<file path="src/rtl/add_pkg.sv">
// Shared definitions for the serial adder: FSM encodings, status-bus bit
// positions and small elaboration helpers.
package add_pkg;

    // FSM state encodings
    localparam logic [1:0] ST_IDLE = 2'd0;
    localparam logic [1:0] ST_RUN  = 2'd1;
    localparam logic [1:0] ST_DONE = 2'd2;

    // Bit positions inside the packed status bus
    localparam int FLG_CARRY    = 0;
    localparam int FLG_OVERFLOW = 1;
    localparam int FLG_ZERO     = 2;
    localparam int FLG_NEGATIVE = 3;
    localparam int FLG_W        = 4;

    typedef logic [FLG_W-1:0] status_t;

    // Status value after reset: the cleared sum reads as zero.
    function automatic status_t status_reset();
        status_t s;
        s = '0;
        s[FLG_ZERO] = 1'b1;
        return s;
    endfunction

    // Width of a counter holding 0..n-1, never narrower than one bit.
    function automatic int idx_width(input int n);
        return (n > 1) ? $clog2(n) : 1;
    endfunction

endpackage

</file>
<file path="src/rtl/add_serial_if.sv">
// Operation request / result bus of the serial adder.
//
// Handshake: the master raises start for one or more cycles with sub, a and
// b valid in the same cycle. A request is taken on a rising edge only when
// the adder is not busy (IDLE or DONE); requests seen while busy is high are
// dropped, not queued. done is a one-cycle pulse marking the cycle in which
// sum and the flags first show the new result; these outputs then hold until
// the next done pulse. There is no backpressure on the result side.
interface add_serial_if #(
    parameter int WIDTH = 16
);
    logic             start;
    logic             sub;
    logic [WIDTH-1:0] a;
    logic [WIDTH-1:0] b;
    logic             busy;
    logic             done;
    logic [WIDTH-1:0] sum;
    logic             carry;
    logic             overflow;
    logic             zero;
    logic             negative;

    // Requester side
    modport master (
        output start, sub, a, b,
        input  busy, done, sum, carry, overflow, zero, negative
    );

    // Adder side
    modport slave (
        input  start, sub, a, b,
        output busy, done, sum, carry, overflow, zero, negative
    );

endinterface

</file>
<file path="src/rtl/add_slice.sv">
// SLICE-bit ripple-carry adder built from full_adder cells. Also exposes the
// carry into its top bit so the caller can form signed overflow on the last
// slice of an operation.
module add_slice #(
    parameter int SLICE = 4
) (
    input  logic [SLICE-1:0] a,
    input  logic [SLICE-1:0] b,
    input  logic             cin,
    output logic [SLICE-1:0] s,
    output logic             cout,
    output logic             cmsb
);

    logic [SLICE:0] c;

    assign c[0] = cin;

    // Ripple chain, bit 0 first
    for (genvar i = 0; i < SLICE; i++) begin : g_bit
        full_adder u_fa (
            .a  (a[i]),
            .b  (b[i]),
            .ci (c[i]),
            .s  (s[i]),
            .co (c[i+1])
        );
    end

    assign cout = c[SLICE];
    assign cmsb = c[SLICE-1];

endmodule

</file>
<file path="src/rtl/full_adder.sv">
// One-bit full adder cell.
module full_adder (
    input  logic a,
    input  logic b,
    input  logic ci,
    output logic s,
    output logic co
);

    assign s  = a ^ b ^ ci;
    assign co = (a & b) | (ci & (a ^ b));

endmodule

</file>
<file path="src/rtl/add_serial.sv">
// Serial adder/subtractor: adds WIDTH-bit operands SLICE bits per cycle.
// Subtraction is done as a + ~b + 1 by inverting b and seeding the carry when
// the request is taken. All outputs come straight from registers.
module add_serial
    import add_pkg::*;
#(
    parameter int WIDTH = 16,
    parameter int SLICE = 4
) (
    input  logic       clk,
    input  logic       rst,
    add_serial_if.slave bus,
    output logic [1:0] state_dbg
);

    localparam int NSLICE = WIDTH / SLICE;
    localparam int IDX_W  = idx_width(NSLICE);
    localparam logic [IDX_W-1:0] LAST_IDX = IDX_W'(NSLICE - 1);

    // Reject illegal parameterisations at elaboration time
    if (WIDTH < 2) begin : g_bad_width
        $error("add_serial: WIDTH must be at least 2");
    end
    if (SLICE < 1 || (WIDTH % SLICE) != 0) begin : g_bad_slice
        $error("add_serial: SLICE must divide WIDTH exactly");
    end

    logic [1:0]       state;
    logic [IDX_W-1:0] idx;
    logic             run_c;     // carry between slices
    logic [WIDTH-1:0] a_q;
    logic [WIDTH-1:0] b_q;       // already inverted for subtraction
    logic [WIDTH-1:0] acc;
    logic [WIDTH-1:0] sum_q;
    status_t          flags;

    logic [SLICE-1:0] sl_a;
    logic [SLICE-1:0] sl_b;
    logic [SLICE-1:0] sl_s;
    logic             sl_cout;
    logic             sl_cmsb;
    logic [WIDTH-1:0] acc_next;
    status_t          flags_next;
    logic             last_slice;
    logic             accept;

    // Pick the slice of the latched operands addressed by idx
    always_comb begin
        sl_a = a_q[idx*SLICE +: SLICE];
        sl_b = b_q[idx*SLICE +: SLICE];
    end

    add_slice #(.SLICE(SLICE)) u_slice (
        .a    (sl_a),
        .b    (sl_b),
        .cin  (run_c),
        .s    (sl_s),
        .cout (sl_cout),
        .cmsb (sl_cmsb)
    );

    // Accumulator with the current slice merged in, plus the flags it implies.
    // On the last slice these become the published result in one step, so the
    // sum and all flags change together on entry to DONE.
    always_comb begin
        acc_next = acc;
        acc_next[idx*SLICE +: SLICE] = sl_s;
        flags_next = '0;
        flags_next[FLG_CARRY]    = sl_cout;
        flags_next[FLG_OVERFLOW] = sl_cmsb ^ sl_cout;
        flags_next[FLG_ZERO]     = (acc_next == '0);
        flags_next[FLG_NEGATIVE] = acc_next[WIDTH-1];
    end

    assign last_slice = (idx == LAST_IDX);
    assign accept     = bus.start && ((state == ST_IDLE) || (state == ST_DONE));

    // FSM, operand latch, slice stepping and result registers
    always_ff @(posedge clk) begin
        if (rst) begin
            state <= ST_IDLE;
            idx   <= '0;
            run_c <= 1'b0;
            a_q   <= '0;
            b_q   <= '0;
            acc   <= '0;
            sum_q <= '0;
            flags <= status_reset();
        end else begin
            case (state)
                ST_IDLE, ST_DONE: begin
                    if (accept) begin
                        a_q   <= bus.a;
                        b_q   <= bus.b ^ {WIDTH{bus.sub}};
                        run_c <= bus.sub;
                        idx   <= '0;
                        state <= ST_RUN;
                    end else begin
                        state <= ST_IDLE;
                    end
                end
                ST_RUN: begin
                    acc   <= acc_next;
                    run_c <= sl_cout;
                    idx   <= idx + 1'b1;
                    if (last_slice) begin
                        state <= ST_DONE;
                        sum_q <= acc_next;
                        flags <= flags_next;
                    end
                end
                default: begin
                    state <= ST_IDLE;
                end
            endcase
        end
    end

    assign bus.busy     = (state == ST_RUN);
    assign bus.done     = (state == ST_DONE);
    assign bus.sum      = sum_q;
    assign bus.carry    = flags[FLG_CARRY];
    assign bus.overflow = flags[FLG_OVERFLOW];
    assign bus.zero     = flags[FLG_ZERO];
    assign bus.negative = flags[FLG_NEGATIVE];
    assign state_dbg    = state;

endmodule

</file>
<file path="src/flat_wrapper.sv">
// flat-port wrapper written by rule: the top's interface ports become plain ports
module add_serial_flat import add_pkg::*;
#(
    parameter int WIDTH = 16,
    parameter int SLICE = 4
)
  (clk, rst, state_dbg, bus_start, bus_sub, bus_a, bus_b, bus_busy, bus_done, bus_sum, bus_carry, bus_overflow, bus_zero, bus_negative);
  add_serial_if #(.WIDTH(WIDTH)) bus_i ();
  input  logic clk;
  input  logic rst;
  output logic [1:0] state_dbg;
  input wire logic [$bits(bus_i.start)-1:0] bus_start;
  input wire logic [$bits(bus_i.sub)-1:0] bus_sub;
  input wire logic [$bits(bus_i.a)-1:0] bus_a;
  input wire logic [$bits(bus_i.b)-1:0] bus_b;
  output wire logic [$bits(bus_i.busy)-1:0] bus_busy;
  output wire logic [$bits(bus_i.done)-1:0] bus_done;
  output wire logic [$bits(bus_i.sum)-1:0] bus_sum;
  output wire logic [$bits(bus_i.carry)-1:0] bus_carry;
  output wire logic [$bits(bus_i.overflow)-1:0] bus_overflow;
  output wire logic [$bits(bus_i.zero)-1:0] bus_zero;
  output wire logic [$bits(bus_i.negative)-1:0] bus_negative;
  assign bus_i.start = bus_start;
  assign bus_i.sub = bus_sub;
  assign bus_i.a = bus_a;
  assign bus_i.b = bus_b;
  assign bus_busy = bus_i.busy;
  assign bus_done = bus_i.done;
  assign bus_sum = bus_i.sum;
  assign bus_carry = bus_i.carry;
  assign bus_overflow = bus_i.overflow;
  assign bus_zero = bus_i.zero;
  assign bus_negative = bus_i.negative;
  add_serial #(.WIDTH(WIDTH), .SLICE(SLICE)) u_core (.clk(clk), .rst(rst), .bus(bus_i), .state_dbg(state_dbg));
endmodule
</file>
<file path="config.mk">
export PLATFORM = sky130hd
export DESIGN_NAME = add_serial_flat
export DESIGN_NICKNAME = d
export VERILOG_FILES = /design/src/rtl/add_pkg.sv /design/src/rtl/add_serial_if.sv /design/src/rtl/add_slice.sv /design/src/rtl/full_adder.sv /design/src/rtl/add_serial.sv /design/src/flat_wrapper.sv
export SDC_FILE = /design/constraint.sdc
export NUM_CORES = 1
export LEC_CHECK = 0
export ABC_AREA = 1
export CAP_MARGIN = 30
export CORE_MARGIN = 2
export CORE_UTILIZATION = 40
export CTS_BUF_LIST = sky130_fd_sc_hd__clkbuf_4 sky130_fd_sc_hd__clkbuf_8
export DETAILED_ROUTE_END_ITERATION = 10
export MAX_ROUTING_LAYER = met4
export PLACE_DENSITY = 0.66
export SLEW_MARGIN = 25
export SYNTH_ARGS = -nofsm -noshare
export SYNTH_HDL_FRONTEND = slang
export SYNTH_SLANG_ARGS = --single-unit
</file>
<file path="constraint.sdc">
create_clock -name clk -period 3.41 [get_ports clk]
set_input_delay 0.682 -clock clk [delete_from_list [all_inputs] [get_ports clk]]
set_output_delay 0.682 -clock clk [all_outputs]
set_load 0.01 [all_outputs]
</file>
==> results of run 1 <==
-- critical path, delay by kind of cell, from the launching register on --
kind | cells | cell delay [ps]
buffers and inverters | 3 | 260
flip-flops | 1 | 370
AND/OR/NAND/NOR | 9 | 710
adder cells (fa/ha/maj) | 4 | 1460
AO/OA/AOI/OAI | 1 | 250
-- report_power, final --
| part | leakage, uW | switching (uW) | internal (uW) |
|---|---|---|---|
| clock network | 0.0000967 | 312 | 295 |
| logic | 0.00117 | 219 | 161 |
| registers | 0.000591 | 32.1 | 896 |
-- logic make-up (layout without fill, tap and decap cells) --
logic type	Yosys count	in the layout	share of synthesized area, %
simple gates	172	172	21.31
compound gates	115	115	18.41
buf+inv	78	138	9.622
flops	72	72	41.83
xor+xnor	17	17	4.321
fa+ha+maj	10	10	4.503
-- state kept, by name (all words and copies together) (netlist names) --
name              flops
u_core.flags          3
u_core.bus.sum       16
u_core.idx            2
u_core.a_q           16
u_core.acc           16
u_core.b_q           16
u_core.state_dbg      2
u_core.run_c          1
-- cell usage in the layout, fill, tap and decap left out, types with 2 or more instances in the layout --
cell	instances
clkdlybuf4s50_1	59
nand2_1	66
o21ai_0	53
inv_2	6
clkbuf_4	2
xnor2_1	17
a21boi_1	2
nand3_1	26
o21ai_1	10
o22ai_1	2
inv_1	47
o211ai_1	10
buf_4	10
nand2_4	2
ha_1	6
a32o_1	3
nor2_2	3
fa_1	4
a21oi_1	30
a31oi_1	2
clkbuf_8	10
nor2_1	70
clkinv_2	4
dfxtp_1	71
-- path summary, 6_finish.rpt --
kind	to	slack, ps	depth (start not counted)
worst max-delay path	u_core.flags[2]	250	17
worst min-delay path	u_core.bus.sum[7]	470	2
worst max register to register	u_core.flags[2]	250	17
worst min register to register	u_core.bus.sum[7]	470	2
-- layer usage --
metal	share of wire [%]	track usage, %	vias to the layer above
li1	-	-	1606
met5	0	-	-
met3	3.7	3.324	13
met1	48	22.77	1415
met2	46	28.31	69
met4	2.2	8.126	0
-- synthesized netlist by cell type (3+ instances only) --
master    count  share of area, %
dfxtp_1      72                42
nor2_1       71               7.7
nand2_1      66               7.2
o21ai_0      53               7.7
inv_1        47               5.1
a21oi_1      30               4.4
nand3_1      26               3.8
xnor2_1      17               4.3
buf_2        10               1.5
o211ai_1     10               2.2
o21ai_1      10               1.5
clkbuf_1      8              0.87
buf_4         6               1.3
ha_1          6               2.2
inv_2         6              0.65
fa_1          4               2.3
a32o_1        3              0.87
-- per-stage QoR --
stage	cells	utilization, %	hold WS (ps)	setup WS, ps
global placement	613	49.53	459.6	297.9
finish	629	51.65	473.4	246.3
CTS	629	51.61	473.4	141.6
detailed placement	613	49.53	462.0	190.1
floorplan	464	-	449.5	169.4
global route	629	51.65	493.8	7.031
-- layout make-up --
class	instances	area share, %
clock inverter	4	0.4670
clock buffer	12	3.561
inverter	53	4.641
multi-input combinational	314	39.08
sequential	72	33.65
tap	105	3.065
timing repair buffer	69	15.53
==> results.md, run 1 <==
* Row count at 33
* Worst reg2reg startpoint: u_core.idx[0]
* Final Wtd Congestion at 0.8618
* Post-placement cell area at 4110 sq um
* Share of cells above drive strength 1 at 8.015%
* Worst Hold Class: register to register
* First-pass GRT wire length at 13500 um
* Skew-Pair Late Insertion Delay at 350 ps
* Status: complete, no violations
* Mapped cell area at 3446 sq um
* DR pass1 iterations at 5
* Period utilization at 92.78%
* Vias in the first global route at 2885
* Initial Utilization at 41.52%
* Root Buffer: clkbuf_8
* Slowest CP cell: fa_1
* Initial antenna violation count at 0
* Port bufs at 59
* Final Hold Viols at 0
* DRT antenna net count at 0
* EDFF count, synth at 0
* Largest net degree at the start of global routing at 43
* Hold wc startpoint: u_core.bus.sum[7]
* # resized after CTS at 0
* RSZ-0062 raised after global routing: no
* Static Leakage at 0.001862 uW
* # diodes at 0
* H-tree levels at 3
* Die Ht at 96.82 um
* Power, Total at 1915 uW
* Worst Path Required at 3660 ps
* Sink Count at 72
* Arrival @ worst endpoint at 3410 ps
* TritonCTS Buffers at 9
* Max Clock Skew at 5.137 ps
* Fmax at 0.3161 GHz
* GRT Util Overall at 18.07%
* Final setup TNS at 0 ps
* Detailed-route via count at 3103
* Area of the multi-input gates at 1675 sq um
* Vias per cell at 4.933
* Critical Path End Type: register
* Postcts setup bufs at 0
* Slew Limit Fails at 0
* Ys async rst share at 0%
* Post-synthesis sequential area ratio at 41.83%
* CTS tree: yes
* Fillcell total at 824
* Die area at 9373 sq um
* Syn_nets at 510
* Critical-path maximum fanout at 10
* Worst-Margin Slew at 909.4 ps
* DP HPWL at 5700 um
* Synth Warn # at 0
* Routed WL per cell at 12.53 um
* Distinct cells, synth at 31
* CP max stage delay at 500 ps
* Max clock buf depth at 2
* Final #Nets at 565
* Register area at 1443 sq um
* Fin crit period at 3164 ps
* Critical path class: register to register
* Core area at 8299 sq um
* #FFs+latches synth at 72
* VDD IR-drop max at 0.2265 mV
* Post-synthesis instance total at 464
* Synth Area per Inst at 7.426 sq um
* Area growth, synth to finish at 24.40%
* Crit-path cells: inv_2 > nand2_1 > a32o_1 > fa_1 > inv_1 > fa_1 > inv_1 > fa_1 > fa_1 > nor2_2 > nand3_1 > nand2_1 > nor2_1 > nand2_1 > nor2_1 > nand3_1 > nand2_1
* Max Cap Viol at 0
* Synth Flop Type: dfxtp_1
* Pwr dens at 446.7 nW/um^2
* Relative slew slack at 39.18%
* Io pins at 60
* DRC Markers at 0
* Design Area, Final at 4287 sq um
* Worst setup SP type: register
* CTS Hold Bufs at 0
* DRT Wirelength at 7883 um
* Clk slew on worst S/H paths at 70 ps
* DRT iter0 DRCs at 124
* Die X at 96.82 um
* Setup violators final at 0
* Total grt overflow at 0
* Crit. Startpoint: u_core.idx[0]
(Power assumes the default switching activity.)
==> run 2: changes to the inputs <==
Settings changed: PLACE_DENSITY 0.66 to not set.
Clock period 3.41 ns to 3.2 ns, I/O delays scaled along.
==> run 2 against run 1 <==
Effect of this change:
- cell count is 1.3% higher
- maximum frequency is 1.9% higher
- cell area is 3.4% higher
- clock power is 23% higher
- die area stayed put
- non-clock buffer count is 8 higher
- clock-buffer cell count is 1 lower
- global-route usage is 0.088 points higher
- sequential share of layout area is 1.0 points lower
- critical endpoint unchanged
- largest cell class unchanged
- largest power group unchanged
==> results.md, run 2 (synthesis results as in run 1) <==
* Critical path class: register to register
* DRT antenna net count at 0
* Initial antenna violation count at 0
* Clk slew on worst S/H paths at 80 ps
* Status: complete, no violations
* Most frequent cells in the layout: dfxtp_1 (71), nor2_1 (67), nand2_1 (63), clkdlybuf4s50_1 (59), o21ai_0 (53)
* TritonCTS Buffers at 9
* Row count at 33
* Setup violators final at 0
* Fmax at 0.3221 GHz
* Final #Nets at 573
* Placed cells at 616
* Area growth, synth to finish at 28.58%
* DRC Markers at 0
* Power, Total at 2173 uW
* Io pins at 60
* Static Leakage at 0.001907 uW
* VDD IR-drop max at 0.3270 mV
* Arrival @ worst endpoint at 3400 ps
* Share of cells above drive strength 1 at 12.59%
* Pwr dens at 490.5 nW/um^2
* Fin crit period at 3105 ps
* Largest net degree at the start of global routing at 50
* Sink Count at 72
* Core area at 8299 sq um
* GRT Util Overall at 18.16%
* # diodes at 0
* Commonest non-fill, non-tap cell in the layout: dfxtp_1
* Vias in the first global route at 2973
* Post-placement cell area at 4134 sq um
* Fillcell total at 847
* DRT Wirelength at 8380 um
* Worst setup SP type: register
* Detailed-route via count at 3144
* CTS tree: yes
* Die X at 96.82 um
* Worst-Margin Slew at 906.1 ps
* Period utilization at 97.02%
* H-tree levels at 3
* Initial Utilization at 41.52%
* Design Area, Final at 4431 sq um
* Non-filler instance count after layout at 637
* Final Hold Viols at 0
* Routed WL per cell at 13.16 um
* DP HPWL at 5906 um
* Max Clock Skew at 11.61 ps
* DRT iter0 DRCs at 151
* Port bufs at 59
* Root Buffer: clkbuf_8
* Max Cap Viol at 0
* Critical-path maximum fanout at 4
* Worst hold slack at 470.8 ps
* Critical Path End Type: register
* Worst Hold Class: register to register
* Max clock buf depth at 2
* Relative slew slack at 39.41%
* DR pass1 iterations at 4
* Die area at 9373 sq um
* Skew-Pair Late Insertion Delay at 350 ps
* Slew Limit Fails at 0
* Die Ht at 96.82 um
* CTS Hold Bufs at 0
* Total grt overflow at 0
* RSZ-0062 raised after global routing: yes
* First-pass GRT wire length at 13640 um
* Vias per cell at 4.936
* Worst Path Required at 3500 ps
* Final Wtd Congestion at 0.8281
## run 2: changes by cell type in the layout (fill, tap and decap cells not counted), moves of 3 or more
| cell | before | now |
|---|---|---|
| fa_1 | 4 | 0 |
| buf_4 | 10 | 17 |
| fa_2 | 0 | 4 |
| nand2_2 | 0 | 3 |
| nor2_1 | 70 | 67 |
| inv_1 | 47 | 43 |
| nand2_1 | 66 | 63 |
| inv_2 | 6 | 9 |
## run 2: cell type report
cell class | instances | area (sq um) | area share (%)
inverter | 53 | 201.4 | 4.547
tap | 105 | 131.4 | 2.965
clock buffer | 11 | 151.4 | 3.417
sequential | 72 | 1445 | 32.62
multi-input combinational | 314 | 1717 | 38.75
clock inverter | 5 | 55.05 | 1.243
timing repair buffer | 77 | 729.5 | 16.46
## run 2: where the power goes
group	switching [uW]	internal, uW	total, uW
clock network	345	400	745
registers	33.6	954	988
logic	251	190	441
## run 2: metrics by stage
| stage | setup TNS [ps] | worst slack [ps] | util, % |
|---|---|---|---|
| 4_1_cts | 0 | 56.43 | 52.30 |
| 3_5_place_dp | 0 | 80.50 | 49.81 |
| 5_1_grt | -83.68 | -82.38 | 53.38 |
| 6_report | 0 | 95.42 | 53.38 |
| 2_1_floorplan | 0 | 3.848 | - |
| 3_3_place_gp | 0 | 155.6 | 49.81 |
## run 2: worst max-delay path, cell delays in order (launching register included)
cell and delay [ps]:
dfxtp_4 380, buf_6 110, nand2_2 40, a32o_2 250
fa_2 360, inv_2 60, fa_2 180, inv_2 40
fa_2 410, fa_2 620, nor2_4 50, nand3_2 100
nand2_2 60, nor2_2 100, nand2_1 60, nor2_1 100
nand3_1 70, nand2_1 50
## run 2: final timing paths
check	startpoint	endpoint	slack [ps]	cells past startpoint
worst max-delay path	u_core.idx[0]	u_core.flags[2]	100	17
worst min-delay path	u_core.bus.sum[7]	u_core.bus.sum[7]	470	2
worst max register to register	u_core.idx[0]	u_core.flags[2]	100	17
worst min register to register	u_core.bus.sum[7]	u_core.bus.sum[7]	470	2
## run 2: timing repair
| action | 4_1_cts | 5_1_grt |
|---|---|---|
| setup endpoints to repair | 0 | 3 |
| setup buffers | 0 | 5 |
| gates resized for setup | 0 | 24 |
## run 2: routing by layer
| metal | wire length [um] | share of wire (%) | GRT usage [%] |
|---|---|---|---|
| met5 | 0 | 0 | - |
| met4 | 136 | 1.6 | 6.501 |
| met3 | 391 | 4.7 | 3.829 |
| met2 | 4122 | 49 | 30.72 |
| met1 | 3731 | 45 | 21.35 |
